===== src/rtl/rr_arbiter_8.sv =====
// Round-robin arbiter over eight requesters with hold-limited tenure and one-hot plus encoded grant.
// One cycle from sampled req to visible grant; no backpressure beyond the level-sensitive req vector.
module rr_arbiter_8 #(
  parameter int unsigned MAX_HOLD = 16,
  parameter int unsigned CNT_W    = 8
) (
  input  logic       sys_clk,
  input  logic       sys_rst,
  input  logic [7:0] req,
  output logic [7:0] gnt,
  output logic [2:0] gnt_idx,
  output logic       gnt_vld,
  output logic       gnt_start,
  output logic       timeout
);

  typedef enum logic {S_IDLE, S_GRANT} state_t;

  localparam logic [CNT_W-1:0] HOLD_LIM = CNT_W'(MAX_HOLD);
  localparam logic [CNT_W-1:0] CNT_ONE  = CNT_W'(1);
  localparam bit               HOLD_EN  = (MAX_HOLD != 0);

  generate
    if (MAX_HOLD >= 2**CNT_W) begin : g_bad_hold
      $error("rr_arbiter_8: MAX_HOLD must be below 2**CNT_W");
    end
  endgenerate

  function automatic logic [7:0] dec8(input logic [2:0] idx);
    case (idx)
      3'd0:    dec8 = 8'b0000_0001;
      3'd1:    dec8 = 8'b0000_0010;
      3'd2:    dec8 = 8'b0000_0100;
      3'd3:    dec8 = 8'b0000_1000;
      3'd4:    dec8 = 8'b0001_0000;
      3'd5:    dec8 = 8'b0010_0000;
      3'd6:    dec8 = 8'b0100_0000;
      3'd7:    dec8 = 8'b1000_0000;
      default: dec8 = 8'b0000_0000;
    endcase
  endfunction

  state_t           r_state, w_nxt_state;
  logic [2:0]       r_last, w_nxt_last;
  logic [2:0]       r_gnt_idx, w_nxt_idx;
  logic [7:0]       r_gnt;
  logic             r_gnt_vld, w_nxt_vld;
  logic             r_gnt_start, w_nxt_start;
  logic             r_timeout, w_nxt_to;
  logic [CNT_W-1:0] r_hold_cnt, w_nxt_cnt;

  logic [7:0] w_arb_req;
  logic [2:0] w_ptr, w_cand, w_win_idx;
  logic       w_win_vld, w_cur_req;

  // While granted, the holder's own bit is masked so any transfer goes to someone else.
  assign w_arb_req = (r_state == S_GRANT) ? (req & ~dec8(r_gnt_idx)) : req;
  assign w_cur_req = req[r_gnt_idx];
  assign w_ptr     = r_last + 3'd1;

  always_comb begin
    w_win_vld = 1'b0;
    w_win_idx = 3'd0;
    w_cand    = 3'd0;
    for (int k = 0; k < 8; k++) begin
      w_cand = w_ptr + 3'(k);
      if (!w_win_vld && w_arb_req[w_cand]) begin
        w_win_vld = 1'b1;
        w_win_idx = w_cand;
      end
    end
  end

  always_comb begin
    w_nxt_state = r_state;
    w_nxt_last  = r_last;
    w_nxt_idx   = r_gnt_idx;
    w_nxt_vld   = r_gnt_vld;
    w_nxt_start = 1'b0;
    w_nxt_to    = 1'b0;
    w_nxt_cnt   = r_hold_cnt;
    case (r_state)
      S_IDLE: begin
        w_nxt_vld = 1'b0;
        if (w_win_vld) begin
          w_nxt_state = S_GRANT;
          w_nxt_idx   = w_win_idx;
          w_nxt_last  = w_win_idx;
          w_nxt_vld   = 1'b1;
          w_nxt_start = 1'b1;
          w_nxt_cnt   = CNT_ONE;
        end
      end
      S_GRANT: begin
        if (!w_cur_req) begin
          if (w_win_vld) begin
            w_nxt_idx   = w_win_idx;
            w_nxt_last  = w_win_idx;
            w_nxt_start = 1'b1;
            w_nxt_cnt   = CNT_ONE;
          end else begin
            w_nxt_state = S_IDLE;
            w_nxt_vld   = 1'b0;
            w_nxt_cnt   = '0;
          end
        end else if (HOLD_EN && (r_hold_cnt == HOLD_LIM)) begin
          // Forced release; with no competitor the holder starts a fresh tenure.
          w_nxt_start = 1'b1;
          w_nxt_to    = 1'b1;
          w_nxt_cnt   = CNT_ONE;
          if (w_win_vld) begin
            w_nxt_idx  = w_win_idx;
            w_nxt_last = w_win_idx;
          end
        end else if (r_hold_cnt != '1) begin
          w_nxt_cnt = r_hold_cnt + CNT_ONE;
        end
      end
      default: w_nxt_state = S_IDLE;
    endcase
  end

  always_ff @(posedge sys_clk) begin
    if (sys_rst) begin
      r_state     <= S_IDLE;
      r_last      <= 3'd7;
      r_gnt_idx   <= 3'd0;
      r_gnt       <= 8'h00;
      r_gnt_vld   <= 1'b0;
      r_gnt_start <= 1'b0;
      r_timeout   <= 1'b0;
      r_hold_cnt  <= '0;
    end else begin
      r_state     <= w_nxt_state;
      r_last      <= w_nxt_last;
      r_gnt_idx   <= w_nxt_idx;
      r_gnt       <= w_nxt_vld ? dec8(w_nxt_idx) : 8'h00;
      r_gnt_vld   <= w_nxt_vld;
      r_gnt_start <= w_nxt_start;
      r_timeout   <= w_nxt_to;
      r_hold_cnt  <= w_nxt_cnt;
    end
  end

  assign gnt       = r_gnt;
  assign gnt_idx   = r_gnt_idx;
  assign gnt_vld   = r_gnt_vld;
  assign gnt_start = r_gnt_start;
  assign timeout   = r_timeout;

endmodule


===== config.mk =====
export PLATFORM = sky130hd
export DESIGN_NAME = rr_arbiter_8
export DESIGN_NICKNAME = d
export VERILOG_FILES = /design/src/rtl/rr_arbiter_8.sv
export SDC_FILE = /design/constraint.sdc
export NUM_CORES = 1
export LEC_CHECK = 0
export BUFFER_PORTS_ARGS = -buffer_cell sky130_fd_sc_hd__clkbuf_2
export CORE_AREA = 2 2 89 91
export CTS_BUF_LIST = sky130_fd_sc_hd__clkbuf_2 sky130_fd_sc_hd__clkbuf_4 sky130_fd_sc_hd__clkbuf_8
export DETAILED_ROUTE_END_ITERATION = 10
export DIE_AREA = 0 0 91 93
export SYNTH_ARGS = -nofsm -noshare
export SYNTH_HDL_FRONTEND = slang
export SYNTH_SLANG_ARGS = --single-unit

===== constraint.sdc =====
create_clock -name sys_clk -period 4.3 [get_ports sys_clk]
set_clock_uncertainty 0.2 [all_clocks]
set_input_delay 0.215 -clock sys_clk [delete_from_list [all_inputs] [get_ports sys_clk]]
set_output_delay 0.215 -clock sys_clk [all_outputs]
set_load 0.02 [all_outputs]

==> impl_summary.log, run 1 <==
INFO  metric root_buffer_master = sky130_fd_sc_hd__clkbuf_8
INFO  metric global_route.usage.total = 15.60%
INFO  metric reg2regPathDepth = 10
INFO  metric synthArstFlopShare = 0%
INFO  metric required = 4.33 ns
INFO  metric placement.setup.worst_slack = 0.6008 ns
INFO  metric fraction_of_layout_cells_with_a_size_suffix_above_1 = 26.30%
INFO  metric path_class = flip-flop to flip-flop
INFO  metric crit_path_top_delay_cell = sky130_fd_sc_hd__ha_1
INFO  metric detail_route.first_pass.iterations = 4
INFO  metric drt-initial-drc-count = 123
INFO  metric max_cap_violations = 0
INFO  metric grt_setup_unrepaired = no
INFO  metric dp_hpwl = 4906 um
INFO  metric tritoncts = built
INFO  metric cp_max_fo = 13
INFO  metric die_height = 93 um
INFO  metric worst-slew-pin-transition = 0.6809 ns
INFO  metric mappedNetlistArea = 0.002531 sq mm
INFO  metric vias = 2,190
INFO  metric report.final.hold_viol_count = 0
INFO  metric design.final.nets = 302
INFO  metric gp_congestion = 0.8586
INFO  metric setup_viol_count_final = 0
INFO  metric grt_start_max_net_pins = 19
INFO  metric ys_types = 66
INFO  metric drc = 0
INFO  metric wl_per_cell = 16.22 um
INFO  metric synth_ff_type = sky130_fd_sc_hd__dfxtp_1
INFO  metric ctsLongestPathBuffers = 2
INFO  metric synth.avg_cell_area = 9.516 sq um
INFO  metric post-route-min-period = 3.762 ns
INFO  metric cts_buffers = 5
INFO  metric ys_ff_latch = 34
INFO  metric cts_htree_levels = 2
INFO  metric final-seq-area = 680.7 sq um
INFO  metric cts.hold.buffers_added = 0
INFO  metric multi_input_area = 0.001753 sq mm
INFO  metric maxSlewHeadroom = 54.20%
INFO  metric postCtsSetupRepairBufs = 0
INFO  metric floorplan.initialDensity = 33.63%
INFO  metric syn_inst = 266
INFO  metric min_delay_path_depth = 2
INFO  metric post_cts_resized = 0
INFO  metric max_slew_violation_total_from_the_final_report = 0
INFO  metric vias_per_cell = 5.601
INFO  metric std_cell_rows = 32
INFO  metric status = finished, final reports clean
INFO  metric fin_setup_tns = 0 ns
INFO  metric fillCellCount = 803
INFO  metric placement.io_buffers = 23
INFO  metric finalHoldWorstSlack = 0.1360 ns
INFO  metric number_of_antenna_violations_at_the_first_check_in_global_routing = 0
INFO  metric numClockSinks = 34
INFO  metric insertedDiodeCount = 0
INFO  metric die_w = 91 um
INFO  metric postRouteAntennaNets = 0
INFO  metric drt_wl_total = 6342 um
INFO  metric clock_latency = 0.28 ns
INFO  metric final_util = 37.92%
INFO  metric edff_count_synth = 0
INFO  metric maxClockFrequency = 265.8 MHz
INFO  metric grt_pass1_wl = 10,800 um
INFO  metric first_global_vias = 2,144
INFO  metric synthesized_nets = 280
INFO  metric setup.worst_path.end_class = flip-flop
INFO  metric grt-ovfl-total = 0
INFO  metric final_min_period_over_clock_period = 87.49%
INFO  metric setup.worst_path.start_class = flip-flop
INFO  metric die_area = 0.008463 sq mm
INFO  metric arrival = 3.79 ns
INFO  metric area_growth_syn_to_layout = 12.75%
INFO  metric seq_area_frac_synth = 26.89%
INFO  metric core-area = 0.007527 sq mm
INFO  metric yosys_warnings = 0
INFO  metric cts.reportedPaths.clkPinSlew = 0.07 ns
INFO  metric cp_slowest_stage_delay = 0.54 ns
INFO  metric setup_ws = 0.5380 ns
INFO  metric crit_chain = inv_1 > ha_1 > xor2_1 > nand2_1 > o22a_1 > a21o_4 > a2111oi_1 > a2bb2oi_2 > a21bo_1 > and4_1
INFO  metric timing.hold.worst.class = input pin to flip-flop
INFO  metric design.portCount = 24
## layout by cell type, fill, tap and decap left out, types with 3 or more instances in the layout
master / instances
sky130_fd_sc_hd__a211oi_1: 4
sky130_fd_sc_hd__a21bo_2: 3
sky130_fd_sc_hd__a21boi_0: 6
sky130_fd_sc_hd__a21oi_1: 6
sky130_fd_sc_hd__a221oi_1: 4
sky130_fd_sc_hd__a22o_1: 4
sky130_fd_sc_hd__a22oi_1: 3
sky130_fd_sc_hd__and2_1: 4
sky130_fd_sc_hd__and3_1: 3
sky130_fd_sc_hd__and4_1: 3
sky130_fd_sc_hd__buf_4: 4
sky130_fd_sc_hd__clkbuf_2: 23
sky130_fd_sc_hd__clkbuf_8: 5
sky130_fd_sc_hd__dfxtp_1: 34
sky130_fd_sc_hd__ha_1: 4
sky130_fd_sc_hd__inv_1: 7
sky130_fd_sc_hd__mux2_2: 6
sky130_fd_sc_hd__mux2i_1: 11
sky130_fd_sc_hd__mux4_2: 11
sky130_fd_sc_hd__nand2_1: 18
sky130_fd_sc_hd__nand3_1: 7
sky130_fd_sc_hd__nand4_1: 8
sky130_fd_sc_hd__nor2_1: 22
sky130_fd_sc_hd__nor2b_1: 4
sky130_fd_sc_hd__nor3_1: 10
sky130_fd_sc_hd__nor4_1: 5
sky130_fd_sc_hd__nor4_2: 4
sky130_fd_sc_hd__o21a_1: 3
sky130_fd_sc_hd__o21ai_0: 4
sky130_fd_sc_hd__o21ai_1: 3
sky130_fd_sc_hd__o221ai_1: 3
sky130_fd_sc_hd__xor2_1: 7
## cell families after synthesis
group                      synth area share [%]
and+or+nand+nor                           20.56
AOI/OAI and AO/OA                         23.73
DFF                                       26.89
muxes                                     17.94
buffers and inverters                     3.856
xor gates and xnor gates                  5.042
adders and majority gates                 1.977
## worst max-delay path: cells and delay by family (launching register included)
family / cells / cell delay [ns]
buffers and inverters: 1 / 0.08
AO/OA/AOI/OAI: 5 / 1.57
XOR/XNOR: 1 / 0.53
adder cells (fa/ha/maj): 1 / 0.54
AND/OR/NAND/NOR: 2 / 0.40
flip-flops: 1 / 0.40
## final timing paths
path	startpoint	to	slack, ns
worst max register to register	r_last[0]	flip-flop	0.54
worst min-delay path	sys_rst	gnt_idx[1]	0.14
worst min register to register	r_hold_cnt[1]	r_hold_cnt[1]	0.28
worst max-delay path	r_last[0]	flip-flop	0.54
## through the flow
step,cells,area [sq um]
global placement,383,2740
detailed placement,383,2740
floorplan,266,2531
global route,391,2854
finish,391,2854
CTS,391,2854
## per-layer routing
metal / track usage [%] / part of all wire, %
met5: 0 / 0
met4: 6.313 / 2.4
met3: 1.934 / 3.9
met2: 25.06 / 47
met1: 21.36 / 46
## cell usage after synthesis (all sizes together), types with 5 or more instances
| cell type | instances | share of area [%] |
|---|---|---|
| nand4 | 8 | 2.0 |
| mux4 | 11 | 9.8 |
| nor4 | 9 | 3.2 |
| a21bo | 5 | 2.0 |
| a211oi | 5 | 1.7 |
| a221oi | 5 | 2.0 |
| xor2 | 8 | 3.1 |
| inv | 9 | 1.3 |
| mux2i | 12 | 4.9 |
| nand2 | 18 | 2.7 |
| dfxtp | 34 | 27 |
| a21oi | 7 | 1.5 |
| clkbuf | 5 | 0.74 |
| nor2 | 22 | 3.3 |
| buf | 7 | 1.8 |
| a21boi | 9 | 2.8 |
| nand3 | 7 | 1.4 |
| nor3 | 11 | 2.6 |
| mux2 | 7 | 3.3 |
| o21ai | 7 | 1.4 |
## area by class of cell
class                      instances  share of cell area (%)
multi-input combinational        211                   61.42
sequential                        34                   23.85
timing repair buffer              27                   5.085
tap                              102                   4.472
clock buffer                       7                   2.937
inverter                           9                   1.184
clock inverter                     1                   1.052
Power of run 1 is left out: the tool's default activity adds up to more than one toggle a clock period on the data nets, which glitch-free logic cannot reach.
==> run 2: changes to the inputs <==
--- a/config.mk
+++ b/config.mk
@@ -6,10 +6,11 @@
 export NUM_CORES = 1
 export LEC_CHECK = 0
 export BUFFER_PORTS_ARGS = -buffer_cell sky130_fd_sc_hd__clkbuf_2
-export CORE_AREA = 2 2 89 91
+export CORE_AREA = 2 2 68 70
 export CTS_BUF_LIST = sky130_fd_sc_hd__clkbuf_2 sky130_fd_sc_hd__clkbuf_4 sky130_fd_sc_hd__clkbuf_8
 export DETAILED_ROUTE_END_ITERATION = 10
-export DIE_AREA = 0 0 91 93
+export DIE_AREA = 0 0 70 72
+export PLACE_DENSITY = 0.79
 export SYNTH_ARGS = -nofsm -noshare
 export SYNTH_HDL_FRONTEND = slang
 export SYNTH_SLANG_ARGS = --single-unit
==> impl_summary.log, run 2 (synthesized netlist as in run 1, its figures left out) <==
INFO  metric postRouteAntennaNets = 0 (unchanged)
INFO  metric setup_viol_count_final = 0 (unchanged)
INFO  metric drc = 0 (unchanged)
INFO  metric grt_setup_unrepaired = no
INFO  metric report.final.hold_viol_count = 0 (unchanged)
INFO  metric drt_wl_total = 6157 um (-2.9%)
INFO  metric clock_latency = 0.27 ns (about the same)
INFO  metric min_delay_path_depth = 2 (unchanged)
INFO  metric timing.rr.start = r_state
INFO  metric setup.worst_path.end_class = flip-flop
INFO  metric design.final.nets = 303 (+0.33%)
INFO  metric postCtsSetupRepairBufs = 0 (unchanged)
INFO  metric insertedDiodeCount = 0 (unchanged)
INFO  metric detail_route.first_pass.iterations = 4 (unchanged)
INFO  metric max_cap_violations = 0 (unchanged)
INFO  metric die_height = 72 um (-23%)
INFO  metric grt-ovfl-total = 0 (unchanged)
INFO  metric hold_path_startpoint = sys_rst
INFO  metric worst-slew-pin-transition = 0.6955 ns (+0.01462 ns)
INFO  metric reg2regPathDepth = 8 (-2)
INFO  metric maxSlewHeadroom = 53.22% (-0.98 points)
INFO  metric status = finished, final reports clean
INFO  metric cts_buffers = 5 (unchanged)
INFO  metric cts.hold.buffers_added = 0 (unchanged)
INFO  metric root_buffer_master = sky130_fd_sc_hd__clkbuf_8
INFO  metric tritoncts = built
INFO  metric vias = 2,243 (+2.4%)
INFO  metric die_w = 70 um (-23%)
INFO  metric numClockSinks = 34 (unchanged)
INFO  metric post-route-min-period = 3.750 ns (-0.01173 ns)
INFO  metric fillCellCount = 357 (-56%)
INFO  metric wl_per_cell = 18.11 um (+12%)
INFO  metric cts_htree_levels = 2 (unchanged)
INFO  metric final_min_period_over_clock_period = 87.22% (-0.27 points)
INFO  metric placement.io_buffers = 23 (unchanged)
INFO  metric area_growth_syn_to_layout = 9.342%
INFO  metric final_common_cell = sky130_fd_sc_hd__dfxtp_1
INFO  metric cp_max_fo = 17 (+4)
INFO  metric setup.worst_path.start_class = flip-flop
INFO  metric path_class = flip-flop to flip-flop
INFO  metric required = 4.26 ns (-0.07 ns)
INFO  metric timing.hold.worst_endpoint = r_hold_cnt[0]
INFO  metric drt-initial-drc-count = 155 (+26%)
INFO  metric max_slew_violation_total_from_the_final_report = 0 (unchanged)
INFO  metric die_area = 0.005040 sq mm (-40%)
INFO  metric global_route.usage.total = 25.54% (+9.9 points)
INFO  metric gp_congestion = 0.9672 (+13%)
INFO  metric core-area = 0.004264 sq mm (-43%)
INFO  metric layout.cells.most_common_list = sky130_fd_sc_hd__dfxtp_1 (34), sky130_fd_sc_hd__clkbuf_2 (23), sky130_fd_sc_hd__nor2_1 (22), sky130_fd_sc_hd__nand2_1 (18)
INFO  metric std_cell_rows = 24 (-25%)
INFO  metric post_cts_resized = 0 (unchanged)
INFO  metric grt_start_max_net_pins = 20 (+1)
INFO  metric vias_per_cell = 6.597 (+18%)
INFO  metric fin_setup_tns = 0 ns (unchanged)
INFO  metric fraction_of_layout_cells_with_a_size_suffix_above_1 = 26.04% (-0.26 points)
INFO  metric ctsLongestPathBuffers = 2 (unchanged)
INFO  metric dp_hpwl = 4669 um (-4.8%)
INFO  metric number_of_antenna_violations_at_the_first_check_in_global_routing = 0 (unchanged)
INFO  metric maxClockFrequency = 266.6 MHz (+0.31%)
INFO  metric cts.reportedPaths.clkPinSlew = 0.06 ns (about the same)
INFO  metric first_global_vias = 2,095 (-2.3%)
INFO  metric r2r_setup_slack = 0.55 ns (about the same)
INFO  metric arrival = 3.71 ns (-0.08 ns)
INFO  metric design.portCount = 24 (unchanged)
INFO  metric grt_pass1_wl = 10,250 um (-5.0%)
INFO  metric floorplan.initialDensity = 59.36% (+26 points)
INFO  metric timing.hold.worst.class = input pin to flip-flop
-- run 2: cell type report --
type	instances	area, sq um	share of cell area (%)
Timing Repair Buffer	28	152.6	5.515
Multi-Input combinational cell	211	1753	63.34
Tap cell	52	65.06	2.351
Sequential cell	34	680.7	24.59
Inverter	9	33.78	1.221
Clock buffer	6	82.58	2.984
-- run 2: worst max-delay path by stage --
stage	end	from	slack [ns]
floorplan	gnt[7]	r_last[0]	0.84
global placement	flip-flop	r_state	0.66
detailed placement	flip-flop	r_state	0.64
CTS	flip-flop	r_state	0.59
global route	flip-flop	r_state	0.22
finish	flip-flop	r_state	0.55
-- run 2: worst max-delay path: stages, from the launching register on --
cell                        delay [ns]
sky130_fd_sc_hd__dfxtp_1          0.65
sky130_fd_sc_hd__a21boi_0         0.38
sky130_fd_sc_hd__mux2_2           0.41
sky130_fd_sc_hd__mux4_2           0.56
sky130_fd_sc_hd__a21oi_2          0.28
sky130_fd_sc_hd__a31oi_1          0.25
sky130_fd_sc_hd__a2bb2oi_2        0.22
sky130_fd_sc_hd__a21bo_1          0.35
sky130_fd_sc_hd__nor4_2           0.35
-- run 2: metal layers --
| metal | global-route usage [%] | vias up | share of wire, % |
|---|---|---|---|
| met5 | 0 | - | 0 |
| met4 | 9.188 | 0 | 1.7 |
| met3 | 3.889 | 10 | 4.5 |
| met2 | 42.01 | 73 | 48 |
| met1 | 34.57 | 1079 | 46 |
| li1 | - | 1081 | - |
-- run 2: through the flow --
step	cells	hold slack, ns	cell area, sq um	worst slack, ns	utilization [%]
6_report	340	0.1338	2768	0.5497	64.91
5_1_grt	340	0.1547	2768	0.2218	64.91
4_1_cts	340	0.1303	2768	0.5852	64.91
3_5_place_dp	334	0.2742	2685	0.6376	62.97
3_3_place_gp	334	0.2675	2685	0.6629	62.97
2_1_floorplan	266	0.1057	2531	0.8381	-
Power of run 2 is left out for the same reason.
==> run 3: changes to the inputs <==
==> constraint.sdc (replaced) <==
create_clock -name sys_clk -period 3.8 [get_ports sys_clk]
set_clock_uncertainty 0.2 [all_clocks]
set_input_delay 0.19 -clock sys_clk [delete_from_list [all_inputs] [get_ports sys_clk]]
set_output_delay 0.19 -clock sys_clk [all_outputs]
set_load 0.02 [all_outputs]
==> impl_summary.log, run 3 (synthesized netlist as in run 1, its figures left out) <==
INFO  metric area_growth_syn_to_layout = 11.96%
INFO  metric insertedDiodeCount = 0 (unchanged)
INFO  metric crit_chain = inv_1 > ha_1 > buf_4 > a221oi_1 > a32oi_1 > o21ai_1 > a31oi_1 > a2bb2oi_2 > a21bo_1 > nor4_2
INFO  metric postCtsSetupRepairBufs = 0 (unchanged)
INFO  metric setup_viol_count_final = 0 (unchanged)
INFO  metric placement.io_buffers = 23 (unchanged)
INFO  metric postRouteAntennaNets = 0 (unchanged)
INFO  metric status = finished, final reports clean
INFO  metric vias = 2,302 (+2.6%)
INFO  metric cp_max_fo = 18 (+1)
INFO  metric final_min_period_over_clock_period = 93.14% (+5.9 points)
INFO  metric layout.cells.most_common_list = sky130_fd_sc_hd__dfxtp_1 (33), sky130_fd_sc_hd__clkbuf_2 (23), sky130_fd_sc_hd__nor2_1 (22), sky130_fd_sc_hd__nand2_1 (18)
INFO  metric post-route-min-period = 3.539 ns (-0.2111 ns)
INFO  metric die_area = 0.005040 sq mm (unchanged)
INFO  metric max_slew_violation_total_from_the_final_report = 0 (unchanged)
INFO  metric core-area = 0.004264 sq mm (unchanged)
INFO  metric final_common_cell = sky130_fd_sc_hd__dfxtp_1
INFO  metric post_layout_nonfiller_instances = 348 (+2.4%)
INFO  metric die_height = 72 um (unchanged)
INFO  metric drt-initial-drc-count = 231 (+49%)
INFO  metric path_class = flip-flop to flip-flop
INFO  metric maxSlewHeadroom = 59.14% (+5.9 points)
INFO  metric design.final.nets = 309 (+2.0%)
INFO  metric root_buffer_master = sky130_fd_sc_hd__clkbuf_8
INFO  metric critical_path.n_buffers_inverters = 2 (+2)
INFO  metric cts_buffers = 5 (unchanged)
INFO  metric ctsLongestPathBuffers = 2 (unchanged)
INFO  metric grt_pass1_wl = 10,180 um (-0.74%)
INFO  metric number_of_antenna_violations_at_the_first_check_in_global_routing = 0 (unchanged)
INFO  metric fillCellCount = 364 (+2.0%)
INFO  metric setup.worst_path.start_class = flip-flop
INFO  metric setup.worst_path.end_class = flip-flop
INFO  metric arrival = 3.53 ns (-0.18 ns)
INFO  metric cts.reportedPaths.clkPinSlew = 0.06 ns (about the same)
INFO  metric tritoncts = built
INFO  metric cp_top_family = compound AO/OA/AOI/OAI gates
INFO  metric multi_input_area = 0.001760 sq mm (+0.43%)
INFO  metric numClockSinks = 34 (unchanged)
INFO  metric maxClockFrequency = 282.6 MHz (+6.0%)
INFO  metric detail_route.first_pass.iterations = 6 (+2)
INFO  metric crit_path_top_delay_cell = sky130_fd_sc_hd__dfxtp_1
INFO  metric grt-ovfl-total = 0 (unchanged)
INFO  metric drt_wl_total = 6256 um (+1.6%)
INFO  metric grt_start_max_net_pins = 19 (-5.0%)
INFO  metric std_cell_rows = 24 (unchanged)
INFO  metric final-seq-area = 681.9 sq um (+0.18%)
INFO  metric required = 3.79 ns (-0.47 ns)
INFO  metric fraction_of_layout_cells_with_a_size_suffix_above_1 = 28.72% (+2.7 points)
INFO  metric design.portCount = 24 (unchanged)
INFO  metric fin_setup_tns = 0 ns (unchanged)
INFO  metric report.final.hold_viol_count = 0 (unchanged)
INFO  metric grt_setup_unrepaired = no
INFO  metric global_route.usage.total = 25.32% (-0.22 points)
INFO  metric die_w = 70 um (unchanged)
INFO  metric vias_per_cell = 6.615 (+0.27%)
INFO  metric dpl.cell_count = 340 (+1.8%)
INFO  metric first_global_vias = 2,074 (-1.0%)
INFO  metric cp_slowest_stage_delay = 0.42 ns (-0.23 ns)
INFO  metric worst-slew-pin-transition = 0.5958 ns (-0.09969 ns)
INFO  metric gp_congestion = 0.9584 (-0.91%)
INFO  metric drc = 0 (unchanged)
INFO  metric cts_htree_levels = 2 (unchanged)
INFO  metric floorplan.initialDensity = 59.36% (unchanged)
INFO  metric wl_per_cell = 17.98 um (-0.73%)
INFO  metric clock_latency = 0.28 ns (about the same)
INFO  metric max_cap_violations = 0 (unchanged)
INFO  metric dp_hpwl = 4809 um (+3.0%)
INFO  metric timing.hold.worst.class = input pin to flip-flop
-- run 3: cell types whose count changed in the layout (fill, tap and decap cells not counted), sizes merged --
cell	previous run	this run
buf	5	11
clkbuf	29	30
clkinv	0	1
-- run 3: layer usage --
layer / vias to the layer above / part of all wire, % / GRT usage [%] / routed length, um
met5: - / 0 / 0 / 0
met4: 0 / 1.9 / 9.188 / 119
met3: 11 / 6.4 / 3.194 / 398
met2: 119 / 47 / 41.06 / 2936
met1: 1077 / 45 / 35.20 / 2802
li1: 1095 / - / - / -
-- run 3: final timing paths --
kind,startpoint,to,slack [ns],cells after the start
worst max-delay path,r_last[0],gnt[6],0.26,10
worst min register to register,r_hold_cnt[1],r_hold_cnt[1],0.28,2
worst min-delay path,sys_rst,gnt_idx[1],0.07,2
worst max register to register,r_last[0],gnt[6],0.26,10
-- run 3: layout make-up --
class	count	area share (%)
multi-input combinational	211	62.12
sequential	34	24.06
timing repair buffer	34	6.976
clock buffer	7	3.179
tap	52	2.296
inverter	9	1.192
clock inverter	1	0.1766
-- run 3: metrics by stage --
step           setup slack [ns]  instance area (sq um)  utilization, %  hold slack (ns)
6_report                 0.2608                   2834           66.46          0.07315
5_1_grt                 0.04654                   2834           66.46          0.09287
4_1_cts                  0.1952                   2825           66.26          0.07309
3_5_place_dp             0.2015                   2730           64.03           0.2746
3_3_place_gp             0.3148                   2730           64.03           0.2664
2_1_floorplan            0.3381                   2531               -          0.08067
-- run 3: what timing repair did --
action                     CTS  global route
setup endpoints to repair    0            12
hold buffers                 0             0
resized for setup            0             2
Power of run 3 is left out for the same reason.
